### src/rtl/bowling_pkg.sv
// rtl/bowling_pkg.sv - shared constants and state encoding for the bowling game sequencer
package bowling_pkg;

  localparam int NUM_FRAMES   = 10;
  localparam int NUM_PINS     = 10;
  localparam int MAX_ROLL_PTS = 30;
  localparam int PTS_W        = 5;
  localparam int FRAME_W      = 4;
  localparam int PIN_W        = 4;
  localparam int IDX_W        = 2;

  typedef enum logic [1:0] {
    WAIT_ROLL = 2'd0,
    EMIT      = 2'd1,
    DONE      = 2'd2
  } state_t;

endpackage

### src/rtl/bowling_frame_ctrl_if.sv
// rtl/bowling_frame_ctrl_if.sv - roll input and point-increment handshakes of the sequencer
interface bowling_frame_ctrl_if;
  import bowling_pkg::*;

  logic             roll_valid;
  logic [PIN_W-1:0] roll_pins;
  logic             roll_ready;
  logic             roll_err;
  logic             add_valid;
  logic [PTS_W-1:0] add_pts;
  logic             add_ready;

  // environment side: roll sensor and score accumulator
  modport master (
    output roll_valid, roll_pins, add_ready,
    input  roll_ready, roll_err, add_valid, add_pts
  );

  // sequencer side
  modport slave (
    input  roll_valid, roll_pins, add_ready,
    output roll_ready, roll_err, add_valid, add_pts
  );

endinterface

### src/rtl/bowl_bonus_tracker.sv
// rtl/bowl_bonus_tracker.sv - strike/spare bonus counters and per-roll multiplier
module bowl_bonus_tracker (
  input  logic       clk,
  input  logic       rst,
  input  logic       accept,
  input  logic       strike,
  input  logic       spare,
  input  logic       final_frame,
  output logic [1:0] mult
);

  // b1: bonuses applying to the next roll; b2: bonuses applying to the roll after
  logic [1:0] b1;
  logic       b2;

  // shift the bonus window by one roll on every legal roll, adding new bonuses
  always_ff @(posedge clk) begin
    if (rst) begin
      b1 <= 2'd0;
      b2 <= 1'b0;
    end else if (accept) begin
      if (final_frame) begin
        b1 <= {1'b0, b2};
        b2 <= 1'b0;
      end else if (strike) begin
        b1 <= {1'b0, b2} + 2'd1;
        b2 <= 1'b1;
      end else if (spare) begin
        b1 <= {1'b0, b2} + 2'd1;
        b2 <= 1'b0;
      end else begin
        b1 <= {1'b0, b2};
        b2 <= 1'b0;
      end
    end
  end

  // b1 never exceeds 2, so the multiplier fits in 2 bits
  assign mult = b1 + 2'd1;

endmodule

### src/rtl/bowling_frame_ctrl.sv
// rtl/bowling_frame_ctrl.sv - bowling game sequencer: frame/roll/pin tracking and point hand-off
module bowling_frame_ctrl
  import bowling_pkg::*;
(
  input  logic               CLOCK_50,
  input  logic               reset,
  bowling_frame_ctrl_if.slave bus,
  output logic [FRAME_W-1:0] frame,
  output logic [IDX_W-1:0]   roll_idx,
  output logic [PIN_W-1:0]   pins_standing,
  output logic               game_over
);

  state_t           state, state_nx;
  logic             accept, legal, take;
  logic             final_frame, clears, strike, spare, last_roll;
  logic             first_strike, last_q, roll_err_q;
  logic [1:0]       mult;
  logic [PTS_W-1:0] pts, add_pts_q;

  assign accept      = (state == WAIT_ROLL) && bus.roll_valid;
  assign legal       = bus.roll_pins <= pins_standing;
  assign take        = accept && legal;
  assign final_frame = frame == FRAME_W'(NUM_FRAMES);
  assign clears      = bus.roll_pins == pins_standing;
  assign strike      = (roll_idx == 2'd0) && (bus.roll_pins == PIN_W'(NUM_PINS));
  assign spare       = (roll_idx == 2'd1) && clears;
  // final frame: roll 2 only after a strike on roll 0 or a spare on roll 1
  assign last_roll   = final_frame &&
                       (((roll_idx == 2'd1) && !first_strike && !clears) || (roll_idx == 2'd2));
  assign pts         = PTS_W'(bus.roll_pins) * PTS_W'(mult);

  bowl_bonus_tracker u_bonus (
    .clk         (CLOCK_50),
    .rst         (reset),
    .accept      (take),
    .strike      (strike),
    .spare       (spare),
    .final_frame (final_frame),
    .mult        (mult)
  );

  // state register
  always_ff @(posedge CLOCK_50) begin
    if (reset) state <= WAIT_ROLL;
    else       state <= state_nx;
  end

  // next state: zero-point rolls skip EMIT entirely
  always_comb begin
    state_nx = state;
    case (state)
      WAIT_ROLL: if (take) begin
        if (pts != '0)     state_nx = EMIT;
        else if (last_roll) state_nx = DONE;
        else               state_nx = WAIT_ROLL;
      end
      EMIT: if (bus.add_ready) state_nx = last_q ? DONE : WAIT_ROLL;
      DONE: state_nx = DONE;
      default: state_nx = WAIT_ROLL;
    endcase
  end

  // frame, roll and rack bookkeeping plus the held increment and error pulse
  always_ff @(posedge CLOCK_50) begin
    if (reset) begin
      frame         <= FRAME_W'(1);
      roll_idx      <= '0;
      pins_standing <= PIN_W'(NUM_PINS);
      first_strike  <= 1'b0;
      last_q        <= 1'b0;
      add_pts_q     <= '0;
      roll_err_q    <= 1'b0;
    end else begin
      roll_err_q <= accept && !legal;
      if (take) begin
        add_pts_q <= pts;
        last_q    <= last_roll;
        if (roll_idx == 2'd0) first_strike <= strike;
        if (!final_frame) begin
          if (strike || (roll_idx != 2'd0)) begin
            frame         <= frame + FRAME_W'(1);
            roll_idx      <= '0;
            pins_standing <= PIN_W'(NUM_PINS);
          end else begin
            roll_idx      <= 2'd1;
            pins_standing <= pins_standing - bus.roll_pins;
          end
        end else begin
          pins_standing <= clears ? PIN_W'(NUM_PINS) : pins_standing - bus.roll_pins;
          if (roll_idx == 2'd0)                    roll_idx <= 2'd1;
          else if (roll_idx == 2'd1 && !last_roll) roll_idx <= 2'd2;
        end
      end
    end
  end

  assign bus.roll_ready = state == WAIT_ROLL;
  assign bus.add_valid  = state == EMIT;
  assign bus.add_pts    = add_pts_q;
  assign bus.roll_err   = roll_err_q;
  assign game_over      = state == DONE;

endmodule

### src/flat_wrapper.sv
// flat-port wrapper written by rule: the top's interface ports become plain ports
module bowling_frame_ctrl_flat import bowling_pkg::*;
  (CLOCK_50, reset, frame, roll_idx, pins_standing, game_over, bus_roll_valid, bus_roll_pins, bus_add_ready, bus_roll_ready, bus_roll_err, bus_add_valid, bus_add_pts);
  bowling_frame_ctrl_if bus_i ();
  input  logic CLOCK_50;
  input  logic reset;
  output logic [FRAME_W-1:0] frame;
  output logic [IDX_W-1:0] roll_idx;
  output logic [PIN_W-1:0] pins_standing;
  output logic game_over;
  input wire logic [$bits(bus_i.roll_valid)-1:0] bus_roll_valid;
  input wire logic [$bits(bus_i.roll_pins)-1:0] bus_roll_pins;
  input wire logic [$bits(bus_i.add_ready)-1:0] bus_add_ready;
  output wire logic [$bits(bus_i.roll_ready)-1:0] bus_roll_ready;
  output wire logic [$bits(bus_i.roll_err)-1:0] bus_roll_err;
  output wire logic [$bits(bus_i.add_valid)-1:0] bus_add_valid;
  output wire logic [$bits(bus_i.add_pts)-1:0] bus_add_pts;
  assign bus_i.roll_valid = bus_roll_valid;
  assign bus_i.roll_pins = bus_roll_pins;
  assign bus_i.add_ready = bus_add_ready;
  assign bus_roll_ready = bus_i.roll_ready;
  assign bus_roll_err = bus_i.roll_err;
  assign bus_add_valid = bus_i.add_valid;
  assign bus_add_pts = bus_i.add_pts;
  bowling_frame_ctrl u_core (.CLOCK_50(CLOCK_50), .reset(reset), .bus(bus_i), .frame(frame), .roll_idx(roll_idx), .pins_standing(pins_standing), .game_over(game_over));
endmodule
### config.mk
export PLATFORM = sky130hd
export DESIGN_NAME = bowling_frame_ctrl_flat
export DESIGN_NICKNAME = d
export VERILOG_FILES = /design/src/rtl/bowling_pkg.sv /design/src/rtl/bowling_frame_ctrl_if.sv /design/src/rtl/bowl_bonus_tracker.sv /design/src/rtl/bowling_frame_ctrl.sv /design/src/flat_wrapper.sv
export SDC_FILE = /design/constraint.sdc
export NUM_CORES = 1
export LEC_CHECK = 0
export ABC_CLOCK_PERIOD_IN_PS = 3600
export CAP_MARGIN = 20
export CORE_MARGIN = 5
export CORE_UTILIZATION = 41
export CTS_BUF_LIST = sky130_fd_sc_hd__clkbuf_16
export DETAILED_ROUTE_END_ITERATION = 10
export PLACE_DENSITY = 0.65
export SLEW_MARGIN = 10
export SYNTH_ARGS = -nofsm -noshare
export SYNTH_HDL_FRONTEND = slang
export SYNTH_HIERARCHICAL = 1
export SYNTH_SLANG_ARGS = --single-unit
### constraint.sdc
create_clock -name CLOCK_50 -period 3.6 [get_ports CLOCK_50]
set_clock_uncertainty 0.1 [all_clocks]
set_input_delay 0.36 -clock CLOCK_50 [delete_from_list [all_inputs] [get_ports CLOCK_50]]
set_output_delay 0.36 -clock CLOCK_50 [all_outputs]
set_load 0.02 [all_outputs]
* Yosys cells after proc, flatten, opt, wreduce, memory -nomap -nowiden
Cells that the tools add are included.
** Word-level totals
- Flip-flop bits (word level) :: 23
- Bits of input ports :: 8
- Output and inout bits :: 19
- Word-level logic and storage cells :: 68
** Operators by class
- Add/subtract/negate cells :: 4
- Multiply operators :: 1
- $lt $le $gt $ge :: 1
- Equal/unequal tests :: 10
- Mux-type cells :: 18
- Bitwise logic cells :: 1
- Reduce and logical (&&, ||, !) cells :: 23
** Operators by type and width (number)
- $mux 2 :: 11
- $mux 4 :: 3
- $logic_and 1x1->1 :: 9
- $eq 4x4->1 const B :: 2
- $pmux 2 s3 :: 1
- $reduce_and 2->1 :: 3
- $mul 4x2->5 :: 1
- $reduce_bool 5->1 :: 1
- $add 4x1->4 const B :: 1
- $eq 2x1->1 const B :: 2
- $eq 2x2->1 const B :: 2
- $eq 4x4->1 :: 1
- $le 4x4->1 :: 1
- $logic_not 1->1 :: 4
- $logic_not 2->1 :: 2
- $sub 4x4->4 :: 1
- $mux 1 :: 3
- $ne 3x3->1 const B :: 1
- $reduce_and 3->1 :: 1
- $add 1x1->2 const B :: 1
- $add 2x1->2 const B :: 1
- $logic_or 1x1->1 :: 2
- $ne 2x1->1 const B :: 1
- $ne 2x2->1 const B :: 1
- other kinds (2) :: 2

* Logic depth before layout (Yosys ltp)
Gate-level depths: netlist of the first run.
- Depth in word-level cells :: 10
- Mapped depth :: 11
- Mapped depth without buffers :: 10

* Cells and area by module
The synthesis of the first run kept the hierarchy.
** Modules (own cells, without submodules)
- bowling_frame_ctrl :: instances 1, cells an instance 143, area each 1276.2 um2, sequential area each 400.4 um2
- bowl_bonus_tracker :: instances 1, cells an instance 18, area each 168.9 um2, sequential area each 60.1 um2

* Worst setup path before layout of the first run
OpenSTA, ideal clock, no wires.
- Path type :: reg2reg
- Start point :: register u_core.pins_standing[0]
- End point :: register u_core.pins_standing[0]
- Library setup time :: 70 ps
- Arrival :: 2133 ps
- Required time :: 3430 ps
- Path slack :: 1296 ps
- Cell stages (with the launch flop) :: 10
- Buffers on the path :: 1
- Period minus slack after synthesis :: 2304 ps
- Cell sequence :: dfxtp_1 inv_1 ha_1 fa_1 nand2b_1 a21oi_4 o21ai_2 buf_6 or3_1 a21oi_1
** On the way
- Cells in the longest elaborated chain, start to end :: 3
- Elaborated cells on any way between the ends :: 7
- Those cells by class :: 1 x add/sub; 1 x order compare; 1 x eq/ne; 3 x mux; 1 x reduce/logical
** RTL lines
- start, declared :: line bowling_frame_ctrl.sv:10 : output logic [PIN_W-1:0] pins_standing,
- start signal, assigned :: line bowling_frame_ctrl.sv:69 : pins_standing <= PIN_W'(NUM_PINS);
- start signal, assigned :: line bowling_frame_ctrl.sv:84 : pins_standing <= PIN_W'(NUM_PINS);
- start signal, assigned :: line bowling_frame_ctrl.sv:87 : pins_standing <= pins_standing - bus.roll_pins;
- $sub 4x4->4 / $eq 4x4->1 (equally long branches) :: line bowling_frame_ctrl.sv:87, bowling_frame_ctrl.sv:90, bowling_frame_ctrl.sv:25
- $mux 4, on equally long branches :: line bowling_frame_ctrl.sv:81, bowling_frame_ctrl.sv:90
- $mux 4 :: line bowling_frame_ctrl.sv:80 : if (!final_frame) begin
Several ways; a longest one is shown, not always the timed one.
A chain may end at the register's enable or synchronous reset.

* Worst setup path after layout of the first run
- Start point :: input port bus_roll_pins[0]
- End point :: register u_core.frame[1]
** On the way
- Cells in the longest elaborated chain, start to end :: 4
- Elaborated cells on any way between the ends :: 6
- Those cells by class :: 1 x order compare; 1 x eq/ne; 4 x reduce/logical
** RTL lines
- start, declared :: line flat_wrapper.sv:12 : input wire logic [$bits(bus_i.roll_pins)-1:0] bus_roll_pins;
- parallel branches: the longest is 3 deep, another holds $le 4x4->1
- $reduce_and 3->1 (no source line) (*)
- end signal, assigned :: line bowling_frame_ctrl.sv:82 : frame <= frame + FRAME_W'(1);
- end, declared :: line bowling_frame_ctrl.sv:8 : output logic [FRAME_W-1:0] frame,
Mark *: on every way between the ends.

==> results.cfg, run 1 <==
[cells_and_area]
diodes = 0
final_layout_size_suffix_gt1_share_pct = 9.14
area_growth_pct = 24.6
final_area_um2 = 1800
fin_util_pct = 53.5
nNetsFinal = 207

[synthesis]
yosysWarnings = 6
synthesis.nets = 181
synth-async-reset-ratio_pct = 0
ys_seq_area_share_pct = 31.9
ys_ff_latch = 23
synth.avg_cell_area_um2 = 8.98
synth_cell_types = 48
synth-main-ff-cell = dfxtp_1
syn_inst = 161
syn-cell-area_um2 = 1450
synth_edf_count = 0

[timing]
finalHoldWorstSlack_ns = 0.362
final_max_slew_viol_count = 0
finalSetupViolCount = 0
hold_viol = 0
setup_slack_ns = 0.896
tightest_slew_ns = 0.888
fmax_mhz = 370
fin_crit_sh_pct = 75.1
maxSlewHeadroom_pct = 40.6
final_period_minus_worst_setup_slack_ns = 2.70
fin_setup_tns_ns = 0
rsz0062_at_grt = false

[worst_hold_path]
hp-class = flop to flop
min_from = u_core/bus.add_pts[0]$_SDFFE_PP0P_

[clock_tree]
cts_tree = built
h-tree-depth = 1
post_cts_resized = 0
cts_buffer_depth = 2
worstSkewPairLatency_ns = 0.25
postCtsSetupRepairBufs = 0
clk_pin_slew_ns = 0.06
ctsRootBufferMaster = clkbuf_16
cts.sinks = 23
cts_hold_buf = 0
numCtsBuffers = 3

[routing]
drt-wirelength-per-cell_um = 13.9
routed_wl_mm = 3.22
drt_first_pass_iters = 4
vias = 1221
via_per_inst = 5.26
drt-initial-drc-count = 58
drc = 0
ant_nets = 0

[worst_setup_path]
slowest_stage = clkdlybuf4s50_1
setup.worst_path.end_class = flop
r2r_start = u_core/u_bonus/b1[0]$_SDFFE_PP0P_
critPathLaunchType = primary input
worst_ep_required_time_ns = 3.65
path_max_fanout = 19
path_class = primary input to flop
worstSetupStartpoint = bus_roll_pins[0]
crit_buf_inv = 2
worstPathCellList = clkdlybuf4s50_1 > ha_1 > fa_1 > nand2b_1 > a21oi_4 > o21ai_2 > inv_2 > a21oi_1 > a311oi_1
crit_arrival_ns = 2.75
cpLargestDelayFamily = buffers and inverters
critPathMaxStageDelay_ns = 0.49

[place]
port_buffers = 26
place_area_um2 = 1720
dpl_worst_slack_ns = 0.646
gp_congestion = 0.942
hpwl_mm = 2.46

[grt]
overflow = 0
use_met1_pct = 16.7
busiest_layer = met2
grt.total_usage_pct = 13.9
grt_pass1_wl_mm = 5.49
grt_pass1_vias = 1221
met3_usage_pct = 4.64
antenna_found_initial = 0
use_met2_pct = 23.4
grt_start_max_net_pins = 25

[pwr]
pwr-share-clk_pct = 27.3
p_seq_share_pct = 35.5
combPwrFrac_pct = 37.2
p_int_uw = 573
irDropWorstVdd_uv = 266
leakage_uw = 0.000694
p_switching_uw = 294
power.density_nw_per_um2 = 481
switching_share_pct = 33.9

[floorplan]
rows = 21
io_pins = 27
core_area_um2 = 3360
die-area_um2 = 4810
fp.dieH_um = 69.4
initial_core_util_pct = 43.0
die_w_um = 69.4

[run_status]
status = completed

[run]
cap_violations = 0
## worst register-to-register path, stage by stage (launching register included)
cell and delay [ns]:
dfxtp_1 0.39, xor2_1 0.33, and2_1 0.18, ha_1 0.16, inv_1 0.05, fa_1 0.37, xnor2_1 0.16, a21oi_1 0.13
nand3b_1 0.12, o31a_1 0.31, a211oi_2 0.18
## cells in the mapped netlist (2+ instances only)
| cell type | count | area [um^2] |
|---|---|---|
| a211oi_1 | 3 | 22.5 |
| a21o_1 | 2 | 15.0 |
| a21oi_1 | 15 | 75.1 |
| a21oi_4 | 2 | 32.5 |
| and2_1 | 6 | 37.5 |
| buf_6 | 3 | 33.8 |
| clkbuf_1 | 2 | 7.51 |
| dfxtp_1 | 23 | 460 |
| fa_1 | 2 | 40.0 |
| ha_1 | 10 | 125 |
| inv_1 | 12 | 45.0 |
| inv_2 | 2 | 7.51 |
| nand2_1 | 13 | 48.8 |
| nand2b_1 | 8 | 50.1 |
| nand3_1 | 2 | 10.0 |
| nand3b_1 | 5 | 37.5 |
| nor2_1 | 9 | 33.8 |
| nor2b_1 | 2 | 12.5 |
| o2111ai_1 | 2 | 17.5 |
| o21ai_0 | 4 | 20.0 |
| or3_1 | 2 | 12.5 |
| xnor2_1 | 3 | 26.3 |
| xor2_1 | 4 | 35.0 |
## cells in the final DEF (no fill, tap or decap), types with 2 or more instances in the layout
cell              n
nor2_1            9
a211oi_1          3
nor2b_1           2
fa_1              2
a21oi_4           2
xnor2_1           3
or3_1             2
a21o_1            2
ha_1             10
and2_1            6
a21oi_1          15
nand2_1          13
dfxtp_1          23
inv_1            13
inv_2             2
o21ai_0           4
clkdlybuf4s50_1  26
xor2_1            4
o2111ai_1         2
nand2b_1          8
nand3_1           2
nand3b_1          5
clkbuf_16         3
## layer usage
| metal | routed length (um) | share of wire (%) | up-vias |
|---|---|---|---|
| li1 | - | - | 622 |
| met1 | 1460 | 45 | 575 |
| met2 | 1570 | 49 | 22 |
| met3 | 167 | 5.2 | 2 |
| met4 | 23 | 0.72 | 0 |
| met5 | 0 | 0 | - |
## per-stage QoR
stage / cells / power (uW)
final: 232 / 867
after global routing: 232 / 922
after CTS: 232 / 874
after detailed placement: 228 / 635
after global placement: 228 / 629
after floorplan: 161 / 539
## logic make-up (layout without fill, tap and decap cells)
group,Yosys count,count (layout),synth area share (%)
multiplexers,1,1,0.779
AND/OR/NAND/NOR,55,55,22.2
flip-flops,23,23,31.9
XOR/XNOR,7,7,4.24
buffers and inverters,19,44,6.49
AO/OA/AOI/OAI,44,44,23.0
adder cells (fa/ha/maj),12,12,11.4
## sequential cells by signal, summed over array words and instances, names as in the netlist
signal	cells
u_core/bus.roll_err	1
u_core/bus.add_pts	5
u_core/u_bonus/b2	1
u_core/state	2
u_core/first_strike	1
u_core/last_q	1
u_core/pins_standing	4
u_core/frame	4
u_core/roll_idx	2
u_core/u_bonus/b1	2
## worst paths after layout
check        slack (ns)                            endpoint  cells past startpoint
max                0.90        u_core/frame[1]$_SDFFE_PP0P_                      9
min                0.36  u_core/bus.add_pts[0]$_SDFFE_PP0P_                      2
max reg2reg        1.03        u_core/state[1]$_SDFFE_PP0P_                     10
min reg2reg        0.36  u_core/bus.add_pts[0]$_SDFFE_PP0P_                      2
## power groups by stage
stage / clock [uW] / combinational [uW] / sequential [uW]
floorplan: 0 / 206 / 334
global placement: 0 / 317 / 312
CTS: 242 / 324 / 309
detailed placement: 0 / 321 / 314
finish: 237 / 322 / 308
global route: 254 / 355 / 313
## cell type report
type,count,area (um^2)
clock buffer,3,75.1
clock inverter,1,3.75
fill,331,1560
inverter,14,52.6
multi-input combinational,119,891
sequential,23,460
tap,46,57.6
timing repair buffer,26,260
Note: power is estimated with default switching activity, not from simulation.
==> inputs of run 2 (changes only) <==
--- a/config.mk
+++ b/config.mk
@@ -5,13 +5,13 @@
 export SDC_FILE = /design/constraint.sdc
 export NUM_CORES = 1
 export LEC_CHECK = 0
-export ABC_CLOCK_PERIOD_IN_PS = 3600
+export ABC_CLOCK_PERIOD_IN_PS = 2400
 export CAP_MARGIN = 20
 export CORE_MARGIN = 5
 export CORE_UTILIZATION = 41
 export CTS_BUF_LIST = sky130_fd_sc_hd__clkbuf_16
 export DETAILED_ROUTE_END_ITERATION = 10
-export PLACE_DENSITY = 0.65
+export PLACE_DENSITY = 0.68
 export SLEW_MARGIN = 10
 export SYNTH_ARGS = -nofsm -noshare
 export SYNTH_HDL_FRONTEND = slang
==> constraint.sdc (replaced) <==
create_clock -name CLOCK_50 -period 2.4 [get_ports CLOCK_50]
set_clock_uncertainty 0.1 [all_clocks]
set_input_delay 0.24 -clock CLOCK_50 [delete_from_list [all_inputs] [get_ports CLOCK_50]]
set_output_delay 0.24 -clock CLOCK_50 [all_outputs]
set_load 0.02 [all_outputs]
==> results.cfg, run 2 (same netlist as run 1, synthesis figures left out) <==
[floorplan]
core_area_um2 = 3360
rows = 21
initial_core_util_pct = 43.0
io_pins = 27
die_w_um = 69.4
die-area_um2 = 4810
fp.dieH_um = 69.4

[pwr]
leakage_uw = 0.000854
p_seq_share_pct = 31.8
irDropWorstVdd_uv = 381
p_int_uw = 968
pwr-share-clk_pct = 24.6
p_total_uw = 1450
power.density_nw_per_um2 = 705
switching_share_pct = 33.3
combPwrFrac_pct = 43.6
p_switching_uw = 484

[timing]
fin_setup_tns_ns = 0
maxSlewHeadroom_pct = 75.0
tightest_slew_ns = 0.374
fmax_mhz = 432
rsz0062_at_grt = false
setup_slack_ns = 0.0842
hold_viol = 0
fin_crit_sh_pct = 96.5
final_period_minus_worst_setup_slack_ns = 2.32
finalSetupViolCount = 0
final_max_slew_viol_count = 0

[place]
dp_cells = 252
dpl_worst_slack_ns = -0.186
gp_congestion = 0.835
port_buffers = 26
hpwl_mm = 2.82

[clock_tree]
cts_buffer_depth = 2
h-tree-depth = 1
ctsRootBufferMaster = clkbuf_16
numCtsBuffers = 3
cts.sinks = 23
cts_tree = built
cts_hold_buf = 0
worstSkewPairLatency_ns = 0.25
clk_pin_slew_ns = 0.06

[worst_setup_path]
r2r_cells = 10
r2r_slack_ns = 0.08
path_max_fanout = 3
crit_arrival_ns = 2.39
path_class = flop to flop
setup.worst_path.end_class = flop
r2r_start = u_core/u_bonus/b1[1]$_SDFFE_PP0P_
worst_ep_required_time_ns = 2.48
timing.rr.end = u_core/state[1]$_SDFFE_PP0P_
critPathLaunchType = flop

[routing]
drc = 0
via_per_inst = 5.26
routed_wl_mm = 3.69
drt-wirelength-per-cell_um = 14.3
vias = 1356
ant_nets = 0
drt-initial-drc-count = 27
drt_first_pass_iters = 4

[grt]
antenna_found_initial = 0
grt_pass1_vias = 1375
overflow = 0
grt_start_max_net_pins = 16
grt_pass1_wl_mm = 6.24
grt.total_usage_pct = 15.4

[cells_and_area]
area_growth_pct = 42.6
final_common_cell = buf_4
nNetsFinal = 233
largest_reg_flops = 5
multi_input_area_um2 = 935
final_cell_mix = 25 x buf_4, 24 x clkdlybuf4s50_1, 21 x dfxtp_1
register_area_um2 = 463
final_layout_size_suffix_gt1_share_pct = 25.5
fin_cells = 258
num-fill-cells = 310
diodes = 0

[worst_hold_path]
hold_depth = 4
hp-class = primary input to flop
min_from = bus_roll_pins[0]
hold_end = u_core/bus.add_pts[0]$_SDFFE_PP0P_

[run]
cap_violations = 0

[run_status]
status = completed
==> run 2: changes by cell type in the layout (fill, tap and decap cells not counted), sizes merged <==
cell	previous run	this run
clkinv	0	1
buf	0	26
inv	15	14
dlymetal6s2s	0	2
clkdlybuf4s50	26	24
==> run 2: worst max-delay path, cell delays in order (launching register included) <==
cell and delay, ns:
dfxtp_2 0.35, xor2_2 0.20, and2_1 0.16, ha_1 0.17, inv_1 0.06, fa_2 0.35
xnor2_2 0.16, a21oi_2 0.11, nand3b_1 0.11, o31a_1 0.30, a211oi_2 0.18
==> run 2: area by class of cell <==
type | count | share of cell area (%)
clock inverter | 1 | 0.243
tap | 46 | 2.79
multi-input combinational | 119 | 45.4
timing repair buffer | 52 | 23.0
inverter | 14 | 2.55
sequential | 23 | 22.5
clock buffer | 3 | 3.64
==> run 2: how the worst max path moves through the flow <==
stage,slack (ns),cells after the start,start,endpoint
global route,0.01,9,u_core/pins_standing[0]$_SDFFE_PP0P_,u_core/roll_idx[0]$_SDFFE_PP0P_
finish,0.08,10,u_core/u_bonus/b1[1]$_SDFFE_PP0P_,u_core/state[1]$_SDFFE_PP0P_
detailed placement,-0.19,8,bus_roll_pins[0],u_core/first_strike$_SDFFE_PP0P_
CTS,0.02,10,u_core/u_bonus/b1[1]$_SDFFE_PP0P_,u_core/state[1]$_SDFFE_PP0P_
global placement,-0.11,10,bus_roll_pins[1],u_core/state[1]$_SDFFE_PP0P_
floorplan,0.1,9,u_core/pins_standing[0]$_SDFFE_PP0P_,u_core/pins_standing[0]$_SDFFE_PP0P_
==> run 2: what timing repair did <==
item	4_1_cts	5_1_grt
cloned	0	0
buffers inserted	0	2
resized for setup	1	12
pin swaps	0	3
hold endpoints to repair	0	0
setup endpoints to repair	1	11
==> run 2: power groups by stage <==
stage,registers (uW),logic (uW),clock network [uW]
after global routing,469,686,383
after global placement,466,582,0
after CTS,462,596,365
after detailed placement,469,590,0
after floorplan,501,308,0
final,463,633,357
==> run 2: routing by layer <==
metal  track usage (%)  vias up  wire length, um
li1                  -      677                -
met1              18.7      644             1640
met2              26.7       31             1880
met3              3.77        4              144
met4              4.34        0               25
met5                 0        -                0
==> run 2: stage by stage <==
stage | utilization [%] | instance area, um^2 | hold slack [ns]
after global routing | 61.3 | 2060 | 0.381
after floorplan | - | 1450 | 0.209
after global placement | 56.9 | 1910 | 0.347
final | 61.3 | 2060 | 0.350
after detailed placement | 56.9 | 1910 | 0.354
after CTS | 59.5 | 2000 | 0.363
==> inputs of run 3 (changes only) <==
--- a/config.mk
+++ b/config.mk
@@ -7,7 +7,6 @@
 export LEC_CHECK = 0
 export ABC_CLOCK_PERIOD_IN_PS = 2400
 export CAP_MARGIN = 20
-export CORE_MARGIN = 5
 export CORE_UTILIZATION = 41
 export CTS_BUF_LIST = sky130_fd_sc_hd__clkbuf_16
 export DETAILED_ROUTE_END_ITERATION = 10
==> results.cfg, run 3 (same netlist as run 1, synthesis figures left out) <==
[run_status]
status = completed

[grt]
grt_pass1_vias = 1282
grt_start_max_net_pins = 22
use_met1_pct = 25.3
use_met2_pct = 36.5
overflow = 0
antenna_found_initial = 0
busiest_layer = met2
grt_pass1_wl_mm = 5.69
met3_usage_pct = 2.73
grt.total_usage_pct = 20.6

[worst_setup_path]
path_class = primary input to flop
r2r_start = u_core/pins_standing[0]$_SDFFE_PP0P_
r2r_cells = 9
r2r_slack_ns = 0.13
worstSetupStartpoint = bus_roll_pins[1]
setup.worst_path.end_class = flop
path_max_fanout = 6
critPathLaunchType = primary input
endpoint = u_core/state[1]$_SDFFE_PP0P_
worst_ep_required_time_ns = 2.48
timing.rr.end = u_core/frame[3]$_SDFFE_PP0P_
crit_arrival_ns = 2.37

[floorplan]
initial_core_util_pct = 43.0
fp.dieH_um = 61.4
io_pins = 27
die-area_um2 = 3770
die_w_um = 61.4
rows = 21
core_area_um2 = 3360

[cells_and_area]
final_common_cell = clkdlybuf4s50_1
num-fill-cells = 324
final_layout_size_suffix_gt1_share_pct = 25.2
final_cell_mix = 25 x clkdlybuf4s50_1, 23 x buf_4, 20 x dfxtp_1
multi_input_area_um2 = 935
register_area_um2 = 469
nNetsFinal = 231
area_growth_pct = 42.0
diodes = 0
largest_reg_flops = 5

[clock_tree]
cts_hold_buf = 0
ctsRootBufferMaster = clkbuf_16
clk_pin_slew_ns = 0.06
h-tree-depth = 1
cts_tree = built
numCtsBuffers = 3
worstSkewPairLatency_ns = 0.26
cts.sinks = 23
cts_buffer_depth = 2

[timing]
final_period_minus_worst_setup_slack_ns = 2.30
rsz0062_at_grt = false
finalHoldWorstSlack_ns = 0.354
maxSlewHeadroom_pct = 80.8
hold_viol = 0
fin_crit_sh_pct = 95.7
setup_slack_ns = 0.102
fmax_mhz = 435
tightest_slew_ns = 0.286
final_max_slew_viol_count = 0
finalSetupViolCount = 0

[pwr]
leakage_uw = 0.000837
power.density_nw_per_um2 = 706
irDropWorstVdd_uv = 303

[routing]
drt_first_pass_iters = 4
ant_nets = 0
routed_wl_mm = 3.61
drt-initial-drc-count = 39
drc = 0
vias = 1321
drt-wirelength-per-cell_um = 14.1
via_per_inst = 5.16

[place]
hpwl_mm = 2.59
port_buffers = 26
dpl_worst_slack_ns = -0.255
gp_congestion = 0.837

[run]
cap_violations = 0

[worst_hold_path]
hp-class = flop to flop
-- run 3: layout make-up --
type / count / area share [%]
clock buffer: 3 / 3.66
clock inverter: 1 / 0.244
inverter: 14 / 2.68
multi-input combinational: 119 / 45.5
sequential: 23 / 22.9
tap: 46 / 2.80
timing repair buffer: 50 / 22.2
-- run 3: how the worst min path moves through the flow --
stage | from | end | cells past startpoint
6_report | u_core/bus.add_pts[3]$_SDFFE_PP0P_ | u_core/bus.add_pts[3]$_SDFFE_PP0P_ | 2
5_1_grt | u_core/bus.add_pts[3]$_SDFFE_PP0P_ | u_core/bus.add_pts[3]$_SDFFE_PP0P_ | 2
4_1_cts | u_core/bus.add_pts[3]$_SDFFE_PP0P_ | u_core/bus.add_pts[3]$_SDFFE_PP0P_ | 2
3_5_place_dp | u_core/bus.add_pts[3]$_SDFFE_PP0P_ | u_core/bus.add_pts[3]$_SDFFE_PP0P_ | 2
3_3_place_gp | u_core/bus.add_pts[0]$_SDFFE_PP0P_ | u_core/bus.add_pts[0]$_SDFFE_PP0P_ | 2
2_1_floorplan | reset | u_core/u_bonus/b1[1]$_SDFFE_PP0P_ | 1
-- run 3: through the flow --
step	total power, uW	TNS [ns]	std cells	utilization, %	cell area, um^2
2_1_floorplan	809	0	161	-	1450
3_3_place_gp	1040	-1.41	250	56.5	1900
3_5_place_dp	1050	-2.85	250	56.5	1900
4_1_cts	1430	-0.0156	255	59.4	2000
5_1_grt	1540	0	256	61.0	2050
6_report	1450	0	256	61.0	2050
-- run 3: power breakdown --
group	total [uW]	switching [uW]	leakage [uW]	internal (uW)
combinational	617	301	0.000607	316
clock	367	143	0.0000409	224
sequential	465	40.8	0.000189	424
total	1450	485	0.000837	964
-- run 3: worst max-delay path, stage by stage --
cell and delay (ns):
clkdlybuf4s50_1 0.48, buf_4 0.15, inv_1 0.05, ha_1 0.32, and4_4 0.22, o31ai_2 0.25, o2111ai_1 0.19, o31a_1 0.32
a211oi_2 0.15
-- run 3: repair_timing --
action,in CTS,in global routing
gates cloned,0,0
pin swaps,1,4
setup endpoints to repair,2,3
buffers inserted,1,1
gates resized for setup,2,14
-- run 3: layer usage --
layer / share of wire [%] / vias up
met2: 50 / 21
met4: 0.83 / 0
met5: 0 / -
met1: 47 / 631
li1: - / 665
met3: 2.2 / 4
